<file path="src/rtl/fust_s_multi_pkg.sv">
// Shared types and tag helpers for the multi-slot scalar FU status table.
package fust_s_multi_pkg;

  localparam int unsigned NUM_FU_DEF = 3;
  localparam int unsigned DEPTH_DEF  = 2;
  localparam int unsigned OP_W_DEF   = 80;
  localparam int unsigned TAG_W_DEF  = $clog2(NUM_FU_DEF * DEPTH_DEF + 1);

  typedef enum logic [1:0] {
    FUST_EMPTY = 2'd0,
    FUST_WAIT  = 2'd1,
    FUST_RDY   = 2'd2,
    FUST_EX    = 2'd3
  } fust_state_e;

  typedef struct packed {
    fust_state_e            st;
    logic [TAG_W_DEF-1:0]   t1;
    logic [TAG_W_DEF-1:0]   t2;
    logic                   spec;
    logic [OP_W_DEF-1:0]    op;
  } fust_slot_t;

  // Tag 0 is reserved for "no dependency", so slot tags start at 1.
  function automatic int unsigned slot_tag(int unsigned fu, int unsigned slot, int unsigned depth);
    return fu * depth + slot + 1;
  endfunction

  function automatic int unsigned tag_fu(int unsigned tag, int unsigned depth);
    return (tag - 1) / depth;
  endfunction

  function automatic int unsigned tag_slot(int unsigned tag, int unsigned depth);
    return (tag - 1) % depth;
  endfunction

endpackage

</file>
<file path="src/rtl/fust_age_sel.sv">
// Per-FU dispatch-order tracker: picks the oldest slot out of a ready mask.
module fust_age_sel #(
  parameter int unsigned DEPTH = 2
) (
  input  logic             CLK,
  input  logic             nRST,
  input  logic [DEPTH-1:0] alloc_oh_i,
  input  logic [DEPTH-1:0] rdy_i,
  output logic [DEPTH-1:0] oldest_o
);

  // older_q[i][j] set means slot i was dispatched before slot j
  logic [DEPTH-1:0][DEPTH-1:0] older_q, older_d;

  always_comb begin
    older_d = older_q;
    for (int unsigned i = 0; i < DEPTH; i++) begin
      if (alloc_oh_i[i]) begin
        for (int unsigned j = 0; j < DEPTH; j++) begin
          older_d[i][j] = 1'b0;
          older_d[j][i] = (i != j);
        end
      end
    end
  end

  always_comb begin
    oldest_o = '0;
    for (int unsigned i = 0; i < DEPTH; i++) begin
      oldest_o[i] = rdy_i[i];
      for (int unsigned j = 0; j < DEPTH; j++) begin
        if (rdy_i[j] && older_q[j][i]) oldest_o[i] = 1'b0;
      end
    end
  end

  always_ff @(posedge CLK or negedge nRST) begin
    if (!nRST) older_q <= '0;
    else       older_q <= older_d;
  end

endmodule

</file>
<file path="src/rtl/fust_s_multi.sv">
// Scalar FU status table: NUM_FU units x DEPTH slots with tag wakeup,
// oldest-ready issue selection and branch speculation flush.
module fust_s_multi
  import fust_s_multi_pkg::*;
#(
  parameter  int unsigned NUM_FU = NUM_FU_DEF,
  parameter  int unsigned DEPTH  = DEPTH_DEF,
  parameter  int unsigned OP_W   = OP_W_DEF,
  parameter  int unsigned TAG_W  = $clog2(NUM_FU * DEPTH + 1),
  localparam int unsigned FU_W   = (NUM_FU > 1) ? $clog2(NUM_FU) : 1
) (
  input  logic                    CLK,
  input  logic                    nRST,
  input  logic                    disp_en,
  input  logic [FU_W-1:0]         disp_fu,
  input  logic [OP_W-1:0]         disp_op,
  input  logic [TAG_W-1:0]        disp_t1,
  input  logic [TAG_W-1:0]        disp_t2,
  input  logic                    disp_spec,
  output logic [TAG_W-1:0]        disp_tag,
  output logic [NUM_FU-1:0]       fu_full,
  output logic                    disp_drop,
  input  logic [NUM_FU-1:0]       done,
  input  logic [NUM_FU*TAG_W-1:0] done_tag,
  output logic [NUM_FU-1:0]       iss_valid,
  input  logic [NUM_FU-1:0]       iss_ready,
  output logic [NUM_FU*OP_W-1:0]  iss_op,
  output logic [NUM_FU*TAG_W-1:0] iss_tag,
  input  logic                    br_resolved,
  input  logic                    br_miss
);

  fust_state_e      st_q   [NUM_FU][DEPTH];
  fust_state_e      st_d   [NUM_FU][DEPTH];
  logic [TAG_W-1:0] t1_q   [NUM_FU][DEPTH];
  logic [TAG_W-1:0] t1_d   [NUM_FU][DEPTH];
  logic [TAG_W-1:0] t2_q   [NUM_FU][DEPTH];
  logic [TAG_W-1:0] t2_d   [NUM_FU][DEPTH];
  logic             spec_q [NUM_FU][DEPTH];
  logic             spec_d [NUM_FU][DEPTH];
  logic [OP_W-1:0]  op_q   [NUM_FU][DEPTH];
  logic [OP_W-1:0]  op_d   [NUM_FU][DEPTH];
  logic             disp_drop_q, disp_drop_d;

  logic [NUM_FU-1:0][DEPTH-1:0] rdy_mask, free_oh, alloc_oh, offer_oh;
  logic                         sel_full, disp_acc;
  logic [TAG_W-1:0]             disp_t1_w, disp_t2_w;

  // A source tag matching any completing tag this cycle reads as ready.
  function automatic logic [TAG_W-1:0] wake(input logic [TAG_W-1:0] t,
                                            input logic [NUM_FU-1:0] dn,
                                            input logic [NUM_FU*TAG_W-1:0] dt);
    logic hit;
    hit = 1'b0;
    for (int unsigned k = 0; k < NUM_FU; k++) begin
      if (dn[k] && (dt[k*TAG_W +: TAG_W] == t)) hit = 1'b1;
    end
    return hit ? '0 : t;
  endfunction

  function automatic logic done_match(input logic [TAG_W-1:0] t,
                                      input logic [NUM_FU-1:0] dn,
                                      input logic [NUM_FU*TAG_W-1:0] dt);
    logic hit;
    hit = 1'b0;
    for (int unsigned k = 0; k < NUM_FU; k++) begin
      if (dn[k] && (dt[k*TAG_W +: TAG_W] == t)) hit = 1'b1;
    end
    return hit;
  endfunction

  // Occupancy view of the current table only.
  always_comb begin
    rdy_mask = '0;
    free_oh  = '0;
    fu_full  = '0;
    for (int unsigned f = 0; f < NUM_FU; f++) begin
      fu_full[f] = 1'b1;
      for (int unsigned s = 0; s < DEPTH; s++) begin
        rdy_mask[f][s] = (st_q[f][s] == FUST_RDY);
        if (st_q[f][s] == FUST_EMPTY) fu_full[f] = 1'b0;
      end
      for (int s = int'(DEPTH) - 1; s >= 0; s--) begin
        if (st_q[f][s] == FUST_EMPTY) begin
          free_oh[f]    = '0;
          free_oh[f][s] = 1'b1;
        end
      end
    end
  end

  always_comb begin
    sel_full = 1'b1;
    for (int unsigned f = 0; f < NUM_FU; f++) begin
      if (disp_fu == FU_W'(f)) sel_full = fu_full[f];
    end
    disp_acc = nRST && disp_en && !sel_full && !(br_miss && disp_spec);
    disp_tag = '0;
    alloc_oh = '0;
    for (int unsigned f = 0; f < NUM_FU; f++) begin
      for (int unsigned s = 0; s < DEPTH; s++) begin
        if (disp_acc && (disp_fu == FU_W'(f)) && free_oh[f][s]) begin
          alloc_oh[f][s] = 1'b1;
          disp_tag       = TAG_W'(slot_tag(f, s, DEPTH));
        end
      end
    end
  end

  for (genvar g = 0; g < NUM_FU; g++) begin : g_age
    fust_age_sel #(.DEPTH(DEPTH)) u_age_sel (
      .CLK        (CLK),
      .nRST       (nRST),
      .alloc_oh_i (alloc_oh[g]),
      .rdy_i      (rdy_mask[g]),
      .oldest_o   (offer_oh[g])
    );
  end

  always_comb begin
    iss_valid = '0;
    iss_op    = '0;
    iss_tag   = '0;
    for (int unsigned f = 0; f < NUM_FU; f++) begin
      iss_valid[f] = |rdy_mask[f];
      for (int unsigned s = 0; s < DEPTH; s++) begin
        if (offer_oh[f][s]) begin
          iss_op[f*OP_W +: OP_W]    = op_q[f][s];
          iss_tag[f*TAG_W +: TAG_W] = TAG_W'(slot_tag(f, s, DEPTH));
        end
      end
    end
  end

  // Slot update: wakeup/issue/complete, then flush, then a new dispatch wins.
  always_comb begin
    st_d        = st_q;
    t1_d        = t1_q;
    t2_d        = t2_q;
    spec_d      = spec_q;
    op_d        = op_q;
    disp_t1_w   = wake(disp_t1, done, done_tag);
    disp_t2_w   = wake(disp_t2, done, done_tag);
    disp_drop_d = disp_en && !disp_acc;
    for (int unsigned f = 0; f < NUM_FU; f++) begin
      for (int unsigned s = 0; s < DEPTH; s++) begin
        t1_d[f][s] = wake(t1_q[f][s], done, done_tag);
        t2_d[f][s] = wake(t2_q[f][s], done, done_tag);
        case (st_q[f][s])
          FUST_WAIT: if ((t1_d[f][s] == '0) && (t2_d[f][s] == '0)) st_d[f][s] = FUST_RDY;
          FUST_RDY:  if (iss_ready[f] && offer_oh[f][s]) st_d[f][s] = FUST_EX;
          FUST_EX:   if (done_match(TAG_W'(slot_tag(f, s, DEPTH)), done, done_tag))
                       st_d[f][s] = FUST_EMPTY;
          default:   ;
        endcase
        if (alloc_oh[f][s]) begin
          st_d[f][s]   = ((disp_t1_w != '0) || (disp_t2_w != '0)) ? FUST_WAIT : FUST_RDY;
          t1_d[f][s]   = disp_t1_w;
          t2_d[f][s]   = disp_t2_w;
          spec_d[f][s] = disp_spec;
          op_d[f][s]   = disp_op;
        end else if (br_miss && spec_q[f][s]) begin
          st_d[f][s]   = FUST_EMPTY;
          spec_d[f][s] = 1'b0;
        end else if (br_resolved && !br_miss) begin
          spec_d[f][s] = 1'b0;
        end
      end
    end
  end

  always_ff @(posedge CLK or negedge nRST) begin
    if (!nRST) begin
      for (int unsigned f = 0; f < NUM_FU; f++) begin
        for (int unsigned s = 0; s < DEPTH; s++) begin
          st_q[f][s]   <= FUST_EMPTY;
          t1_q[f][s]   <= '0;
          t2_q[f][s]   <= '0;
          spec_q[f][s] <= 1'b0;
          op_q[f][s]   <= '0;
        end
      end
      disp_drop_q <= 1'b0;
    end else begin
      st_q        <= st_d;
      t1_q        <= t1_d;
      t2_q        <= t2_d;
      spec_q      <= spec_d;
      op_q        <= op_d;
      disp_drop_q <= disp_drop_d;
    end
  end

  assign disp_drop = disp_drop_q;

endmodule

</file>
<file path="config.mk">
export PLATFORM = sky130hd
export DESIGN_NAME = fust_s_multi
export DESIGN_NICKNAME = d
export VERILOG_FILES = /design/src/rtl/fust_s_multi_pkg.sv /design/src/rtl/fust_age_sel.sv /design/src/rtl/fust_s_multi.sv
export SDC_FILE = /design/constraint.sdc
export NUM_CORES = 1
export LEC_CHECK = 0
export CORE_MARGIN = 2
export CORE_UTILIZATION = 45
export CTS_CLUSTER_SIZE = 30
export DETAILED_ROUTE_END_ITERATION = 16
export PLACE_DENSITY_LB_ADDON = 0.3
export SLEW_MARGIN = 10
export SYNTH_ARGS = -nofsm -noshare
export SYNTH_HDL_FRONTEND = slang
export SYNTH_SLANG_ARGS = --single-unit
</file>
<file path="constraint.sdc">
create_clock -name CLK -period 8 [get_ports CLK]
set_input_delay 2 -clock CLK [delete_from_list [all_inputs] [get_ports CLK]]
set_output_delay 2 -clock CLK [all_outputs]
set_load 0.05 [all_outputs]
</file>
==> reports/results.ini, run 1 <==
[critical_path]
cp_data_required_time_ps = 6000
critPathArrivalTime_ps = 4640
path_max_fanout = 35
r2r_start = st_q[3]
cp-startpoint = br_miss
path_class = primary input to output port
critical_path.endpoint_type = output port
startpoint_type = primary input

[global_route]
grt_usage_pct = 27.8
top_usage_layer = met2
grt_max_degree = 165
use_met3_pct = 7.88
grt_pass1_vias = 21500
met2_usage_pct = 45.6
grt_overflow = 0
antenna_found_initial = 9
met1_usage_pct = 35.4
grt_pass1_wl_um = 124000

[cells_and_area]
area_growth_pct = 24.0
nets = 3113
fin_cells = 3793
drive_gt1_share_pct = 7.33
post-route-cell-area_mm2 = 0.0311

[pwr]
p_per_area_mw_per_mm2 = 455
total_power_w = 0.0142
power.leakage_nw = 15.1
ir_drop_v = 0.000317

[placed_design]
place_ws_ps = 1350
placed_area_mm2 = 0.0292
placed_cells = 3693
io_buffers = 366
place_congestion = 0.837
dp_hpwl_um = 50000

[logic_synthesis]
synth-seq-cells = 541
ys_types = 59
synth-edff-count = 0
synthFlopType = dfrtp_1
synth_area_leaders = dfrtp_1, nand2_1, a22o_1, xnor2_1, mux2_2
synth.yosys.warnings = 0
synth_common_cells = nand2_1, dfrtp_1, a22o_1
async_flop_share_pct = 100
syn_nets = 2869
synth-seq-area-share_pct = 53.9
netlist_instances = 2760
yosys.area.top_type = dfrtp_1
syn_area_mm2 = 0.0251
syn_area_per_cell_um2 = 9.10
yosysMostFrequentCell = nand2_1
synth.top_cell.area_share_pct = 53.9

[timing]
fin_crit_ps = 6640
setup_violations = 0
clock.fmax_mhz = 151
finalMaxSlewViolations = 0
final.setup.worst_slack_ps = 1360
hold_viol_final = 0
rsz0062_at_grt = no
tns_ps = 0
relSlewSlack_pct = 14.3
tightest_slew_ps = 1280
fin_skew_ps = 12.7
layout_worst_path_cycle_share_pct = 83.0

[detailed_routing]
drtAntennaViolNets = 0
viasPerCell = 5.64
drt_iter0_drc = 1822
vias = 21400
drtPass1Iterations = 7
routed_wl_um = 80600
wire_per_inst_um = 21.3
drcViolationCount = 0

[cts]
cts-root-buf = clkbuf_16
numCtsBuffers = 56
clk-insertion-delay-late_ps = 610
clk_pin_slew_worst_paths_ps = 60
post-cts-setup-buffer-count = 0
htree_levels = 2
clockBufferDepth = 3
cts_resized = 0
cts.sinks = 541
cts_hold_buf = 0
cts_tree = built

[worst_hold_path]
min-delay-start = op_q[10]
hp-class = flop to flop

[floorplanning]
fp-row-count = 86
core_mm2 = 0.0551
die_w_um = 240
die_h_um = 240
dieArea_mm2 = 0.0577
initial_core_util_pct = 45.6
ioPinCount = 368

[run]
maxCapViolCount = 0

[run_status]
status = finished clean

==> worst paths after layout <==
kind	to	slack, ps	cells past startpoint
hold reg to reg	op_q[10]	470	2
setup reg to reg	op_q[143]	5160	4
min in group asynchronous	op_q[331]	1350	1
setup / recovery	disp_tag[1]	1360	7
hold / removal	op_q[10]	470	2
max in group asynchronous	op_q[220]	4430	3
==> per-stage QoR <==
stage	util (%)	hold slack [ps]
6_report	56.5	473
5_1_grt	56.5	494
4_1_cts	56.4	477
3_5_place_dp	53.0	463
3_3_place_gp	53.0	458
2_1_floorplan	-	446
==> sequential cells by signal, indices dropped and copies added, names as in the netlist <==
name,cells
op_q,480
g_age.u_age_sel.older_q,6
t1_q,18
spec_q,6
disp_drop,1
t2_q,18
st_q,12
==> worst max-delay path, cell delays in order <==
cell             delay, ps
clkdlybuf4s50_1        620
nand2_1                260
nand4b_1               360
nor3_1                 490
o21ai_4                410
nand3_1                240
buf_4                  220
==> power by group <==
part / internal, W / switching, W / total [W]
combinational: 0.00230 / 0.00467 / 0.00697
clock: 0.00164 / 0.00109 / 0.00273
sequential: 0.00380 / 0.000660 / 0.00446
==> logic make-up (layout without fill, tap and decap cells) <==
| kind of cell | after synthesis | after routing | synth area share, % |
|---|---|---|---|
| simple gates | 1434 | 1434 | 23.1 |
| other cells | 1 | 4 | 0.0149 |
| xor+xnor | 127 | 127 | 4.43 |
| mux | 80 | 80 | 3.59 |
| compound gates | 358 | 358 | 11.3 |
| flops | 541 | 541 | 53.9 |
| buf+inv | 219 | 501 | 3.69 |
==> routing by layer <==
layer	part of all wire, %	vias to the layer above
met5	0.082	-
met4	3.4	10
met3	9.2	176
met2	48	937
met1	40	10700
li1	-	9604
==> placed cells by master, fill, tap and decap left out, types with 11 or more instances in the layout <==
| cell type | instances |
|---|---|
| and3_1 | 12 |
| nand2_1 | 1243 |
| dfrtp_1 | 541 |
| mux2_2 | 80 |
| clkdlybuf4s50_1 | 362 |
| o21ai_0 | 49 |
| clkbuf_16 | 57 |
| nand3_1 | 47 |
| nand4_1 | 44 |
| nor2_1 | 21 |
| clkinv_2 | 11 |
| xnor2_1 | 126 |
| a21oi_1 | 17 |
| buf_4 | 33 |
| a22o_1 | 242 |
==> layout make-up <==
class	count	area, um^2
repair buffers	399	3950
inverters	6	22.5
clock buffers	73	1550
flip-flops and latches	541	13500
clock inverters	23	350
well taps	748	936
diodes	3	7.51
multi-input cells	2000	10800
fillers	4776	24000
Note: power is estimated with default switching activity, not from simulation.
==> inputs of run 2 (changes only) <==
- clock period: 8 -> 6.1 ns (I/O delays scaled with it)
==> run 2 against run 1 <==
Effect of this change: worst setup slack worse by 720 ps; power grew 32%; critical endpoint unchanged; clock power increased by 34%; core utilization rose by 0.47 points; largest power group unchanged.
==> reports/results.ini, run 2 (synthesized netlist as in run 1, its figures left out) <==
[run_status]
status = finished clean

[pwr]
pwr-share-seq_pct = 31.3  ; -0.2 points
ir_drop_v = 0.000363  ; +14%
p_switching_w = 0.00844  ; +31%
power.leakage_nw = 15.2  ; +0.78%
comb_power_share_pct = 49.0  ; -0.2 points
p_int_w = 0.0102  ; +32%
p_per_area_mw_per_mm2 = 594  ; +31%
swShare_pct = 45.2  ; -0.15 points
p_clk_share_pct = 19.7  ; +0.4 points

[critical_path]
r2r-end = st_q[4]
cp_data_required_time_ps = 4580  ; -1420 ps
startpoint_type = primary input
path_max_fanout = 27  ; -23%
critical_path.endpoint_type = output port
path_class = primary input to output port
critPathArrivalTime_ps = 3930  ; -710 ps
r2r_start = st_q[6]
worstRegToRegCells = 7  ; +3
r2r_slack_ps = 3170  ; -1990 ps

[cells_and_area]
final_common_cell = nand2_1
multi_input_comb_area_mm2 = 0.0108  ; unchanged
area_growth_pct = 25.0
largest_reg_flops = 480  ; unchanged
top_register = op_q
register_area_mm2 = 0.0135  ; unchanged
layout_common_cells = nand2_1, dfrtp_1, clkdlybuf4s50_1, a22o_1, xnor2_1
fin_cells = 3811  ; +0.47%
fill_cells = 4758  ; -0.38%
nets = 3121  ; +0.26%
final_util_pct = 57.0  ; +0.47 points
reg_top3 = op_q x480, t1_q x18, t2_q x18
drive_gt1_share_pct = 7.91  ; +0.58 points

[detailed_routing]
routed_wl_um = 79800  ; -0.99%
drtPass1Iterations = 5  ; -2
drt_iter0_drc = 1790  ; -1.8%
drcViolationCount = 0  ; unchanged
drtAntennaViolNets = 0  ; unchanged
wire_per_inst_um = 20.9  ; -1.5%
viasPerCell = 5.59  ; -0.95%
vias = 21300  ; -0.48%

[global_route]
grt_pass1_wl_um = 123000  ; -0.90%
grt_overflow = 0  ; unchanged
grt_max_degree = 159  ; -3.6%
grt_pass1_vias = 21500  ; +0.29%
grt_usage_pct = 27.6  ; -0.25 points
antenna_found_initial = 9  ; unchanged

[worst_hold_path]
min-delay-start = op_q[62]
hold_path_end = op_q[62]
hp-class = flop to flop
hold_depth = 2  ; unchanged

[floorplanning]
die_h_um = 240  ; unchanged
initial_core_util_pct = 45.6  ; unchanged
ioPinCount = 368  ; unchanged
fp-row-count = 86  ; unchanged
dieArea_mm2 = 0.0577  ; unchanged
core_mm2 = 0.0551  ; unchanged
die_w_um = 240  ; unchanged

[cts]
numCtsBuffers = 58  ; +3.6%
cts-root-buf = clkbuf_16
htree_levels = 2  ; unchanged
cts_hold_buf = 0  ; unchanged
cts.sinks = 541  ; unchanged
clk_pin_slew_worst_paths_ps = 60  ; about the same
post-cts-setup-buffer-count = 0  ; unchanged
cts_tree = built
clockBufferDepth = 3  ; unchanged
cts_resized = 0  ; unchanged
clk-insertion-delay-late_ps = 620  ; about the same

[placed_design]
placed_cells = 3700  ; +0.19%
dp_hpwl_um = 50800  ; +1.7%
place_congestion = 0.880  ; +5.2%
io_buffers = 366  ; unchanged

[timing]
relSlewSlack_pct = 18.3  ; +4.0 points
tns_ps = 0  ; unchanged
hold_viol_final = 0  ; unchanged
clock.fmax_mhz = 183
fin_crit_ps = 5460
hold_slack_ps = 473  ; +0.386 ps
rsz0062_at_grt = no
layout_worst_path_cycle_share_pct = 89.5
setup_violations = 0  ; unchanged
tightest_slew_ps = 1220  ; -60.1 ps
fin_skew_ps = 23.4  ; +10.7 ps
finalMaxSlewViolations = 0  ; unchanged

[run]
maxCapViolCount = 0  ; unchanged

## run 2: cell type report
type,count,area share (%)
clock buffers,87,5.75
multi-input cells,2000,34.3
flip-flops and latches,541,43.1
repair buffers,405,12.9
clock inverters,19,0.765
well taps,748,2.98
inverters,6,0.0718
diodes,5,0.0399
## run 2: worst max-delay path by stage
stage / startpoint / end / depth (start not counted)
after CTS: br_miss / disp_tag[1] / 7
after detailed placement: br_miss / disp_tag[1] / 7
after global routing: br_miss / disp_tag[1] / 7
after global placement: br_miss / disp_tag[1] / 7
final: br_miss / disp_tag[1] / 7
after floorplan: nRST / disp_tag[2] / 7
## run 2: worst max-delay path: stages
cell             delay [ps]
clkdlybuf4s50_1         610
nand2_1                 250
nand4b_1                280
nor3_1                  470
o21ai_4                 360
nand3_1                 260
buf_12                  170
## run 2: layer usage
metal / vias up / global-route usage [%] / share of wire [%]
met4: 8 / 10.8 / 3.7
met1: 10600 / 35.1 / 40
met5: - / 0 / 0.065
met3: 165 / 8.48 / 9.7
met2: 876 / 44.1 / 46
li1: 9621 / - / -
## run 2: power groups by stage
| stage | combinational [W] | clock [W] | sequential, W |
|---|---|---|---|
| 2_1_floorplan | 0.00613 | 0 | 0.00557 |
| 3_3_place_gp | 0.00901 | 0 | 0.00578 |
| 3_5_place_dp | 0.00912 | 0 | 0.00588 |
| 4_1_cts | 0.00918 | 0.00374 | 0.00582 |
| 5_1_grt | 0.00965 | 0.00389 | 0.00601 |
| 6_report | 0.00914 | 0.00367 | 0.00584 |
## run 2: stage by stage
step	total power, W	instance area [um^2]	setup slack [ps]
6_report	0.0187	31400	640
5_1_grt	0.0196	31400	382
4_1_cts	0.0187	31400	617
3_5_place_dp	0.0150	29300	634
3_3_place_gp	0.0148	29300	654
2_1_floorplan	0.0117	25100	1300
==> inputs of run 3 (changes only) <==
- CORE_MARGIN: 2 -> 4
- PLACE_DENSITY: not set -> 0.71
- PLACE_DENSITY_LB_ADDON: 0.3 -> not set
==> run 3 against run 2 <==
Effect of this change: non-clock buffer count up 6; sequential power about the same; power about the same; critical endpoint is now iss_op[182]; core utilization is 0.20 points lower; routed wire length is 3.8% higher; global-route usage down 0.64 points; hold slack better by 1.4 ps; die area rose by 3.4%; combinational power is 1% higher; final cell count about the same; clock skew barely moved; critical path type is now flop to output port.
==> reports/results.ini, run 3 (synthesized netlist as in run 1, its figures left out) <==
[run_status]
status = finished clean

[placed_design]
io_buffers = 366  ; unchanged
dp_hpwl_um = 51800  ; +2.0%
placed_cells = 3705  ; +0.14%
place_congestion = 0.869  ; -1.3%

[timing]
tns_ps = 0  ; unchanged
setup_violations = 0  ; unchanged
finalMaxSlewViolations = 0  ; unchanged
fin_crit_ps = 5290  ; -167 ps
fin_skew_ps = 23.4  ; -0.0435 ps
clock.fmax_mhz = 189  ; +3.1%
hold_viol_final = 0  ; unchanged
layout_worst_path_cycle_share_pct = 86.8  ; -2.7 points
rsz0062_at_grt = no
relSlewSlack_pct = 18.4  ; +0.17 points
tightest_slew_ps = 1220  ; -2.48 ps

[critical_path]
worstRegToRegCells = 7  ; unchanged
r2r-end = st_q[4]
r2r_slack_ps = 3150  ; -20 ps
startpoint_type = flop
critical_path.endpoint_type = output port
path_max_fanout = 53  ; +96%
cp_data_required_time_ps = 4580  ; about the same
critPathArrivalTime_ps = 3770  ; -160 ps
r2r_start = st_q[7]
path_class = flop to output port

[global_route]
antenna_found_initial = 5  ; -4
grt_overflow = 0  ; unchanged
top_usage_layer = met2
met1_usage_pct = 33.7  ; -1.3 points
grt_usage_pct = 27.0  ; -0.64 points
grt_max_degree = 183  ; +15%
grt_pass1_wl_um = 127000  ; +3.4%
met2_usage_pct = 45.1  ; +0.97 points
grt_pass1_vias = 21700  ; +0.89%
use_met3_pct = 7.97  ; -0.51 points

[cts]
cts-root-buf = clkbuf_16
cts_resized = 0  ; unchanged
clockBufferDepth = 3  ; unchanged
cts_tree = built
htree_levels = 2  ; unchanged
numCtsBuffers = 58  ; unchanged
cts_hold_buf = 0  ; unchanged
cts.sinks = 541  ; unchanged
clk-insertion-delay-late_ps = 630  ; about the same
clk_pin_slew_worst_paths_ps = 60  ; about the same
post-cts-setup-buffer-count = 0  ; unchanged

[cells_and_area]
top_register = op_q
fin_cells = 3812  ; +0.026%
final_util_pct = 56.8  ; -0.20 points
largest_reg_flops = 480  ; unchanged
nets = 3127  ; +0.19%
drive_gt1_share_pct = 7.77  ; -0.14 points
area_growth_pct = 24.8
final_common_cell = nand2_1
layout_common_cells = nand2_1, dfrtp_1, clkdlybuf4s50_1, a22o_1, xnor2_1
reg_top3 = op_q x480, t1_q x18, t2_q x18

[detailed_routing]
drt_iter0_drc = 1873  ; +4.6%
viasPerCell = 5.65  ; +1.2%
wire_per_inst_um = 21.7  ; +3.8%
routed_wl_um = 82900  ; +3.8%
drcViolationCount = 0  ; unchanged
drtPass1Iterations = 6  ; +1
vias = 21600  ; +1.2%
drtAntennaViolNets = 0  ; unchanged

[worst_hold_path]
hold_path_end = op_q[452]
hold_depth = 2  ; unchanged
hp-class = flop to flop
min-delay-start = op_q[452]

[pwr]
power.leakage_nw = 15.1  ; -0.23%
total_power_w = 0.0186  ; about the same
p_per_area_mw_per_mm2 = 595  ; about the same
ir_drop_v = 0.000307  ; -15%

[floorplanning]
die_h_um = 244  ; +1.7%
ioPinCount = 368  ; unchanged
initial_core_util_pct = 45.5  ; -0.089 points
die_w_um = 244  ; +1.7%
dieArea_mm2 = 0.0596  ; +3.4%
core_mm2 = 0.0552  ; +0.20%
fp-row-count = 86  ; unchanged

[run]
maxCapViolCount = 0  ; unchanged

[run 3: cell types whose count changed in the layout (fill, tap and decap cells not counted), sizes merged]
cell           delta
clkdlybuf4s50     -1
buf               +7
inv               -2
clkbuf            +3
bufinv            -1
clkinv            -2
clkinvlp          +1
diode             -4
[run 3: critical path, stage by stage, from the launching register on]
cell             delay (ps)
dfrtp_1                 520
nand2b_1                310
o21ba_4                 860
buf_4                   370
a22o_1                  180
clkdlybuf4s50_1         870
[run 3: routing by layer]
metal	up-vias	wire length (um)
li1	9621	-
met1	10800	32200
met5	-	34
met4	6	2420
met2	952	40200
met3	166	8050
[run 3: area by class of cell]
type / instances / area [um^2]
Clock buffer: 90 / 1720
Timing Repair Buffer: 411 / 4130
Multi-Input combinational cell: 2000 / 10800
Fill cell: 4683 / 23900
Tap cell: 748 / 936
Sequential cell: 541 / 13500
Clock inverter: 15 / 209
Inverter: 6 / 22.5
Antenna cell: 1 / 2.50
[run 3: how the worst max path moves through the flow]
stage | startpoint | end | slack, ps | depth (start not counted)
3_5_place_dp | br_miss | disp_tag[2] | 960 | 6
3_3_place_gp | br_miss | disp_tag[2] | 960 | 6
6_report | st_q[2] | iss_op[182] | 810 | 5
5_1_grt | st_q[2] | iss_op[224] | 690 | 5
4_1_cts | st_q[2] | iss_op[223] | 790 | 5
2_1_floorplan | nRST | disp_tag[2] | 1300 | 7
[run 3: per-stage QoR]
stage	hold slack [ps]	worst slack, ps	instance area [um^2]
2_1_floorplan	446	1300	25100
5_1_grt	494	688	31300
6_report	475	807	31300
3_3_place_gp	458	956	29400
3_5_place_dp	463	959	29400
4_1_cts	477	786	31300
[run 3: report_power, final]
part / leakage [nW] / internal [W] / switching [W]
sequential: 7.11 / 0.00498 / 0.000875
combinational: 7.10 / 0.00308 / 0.00618
clock: 0.934 / 0.00207 / 0.00147
total: 15.1 / 0.0101 / 0.00852
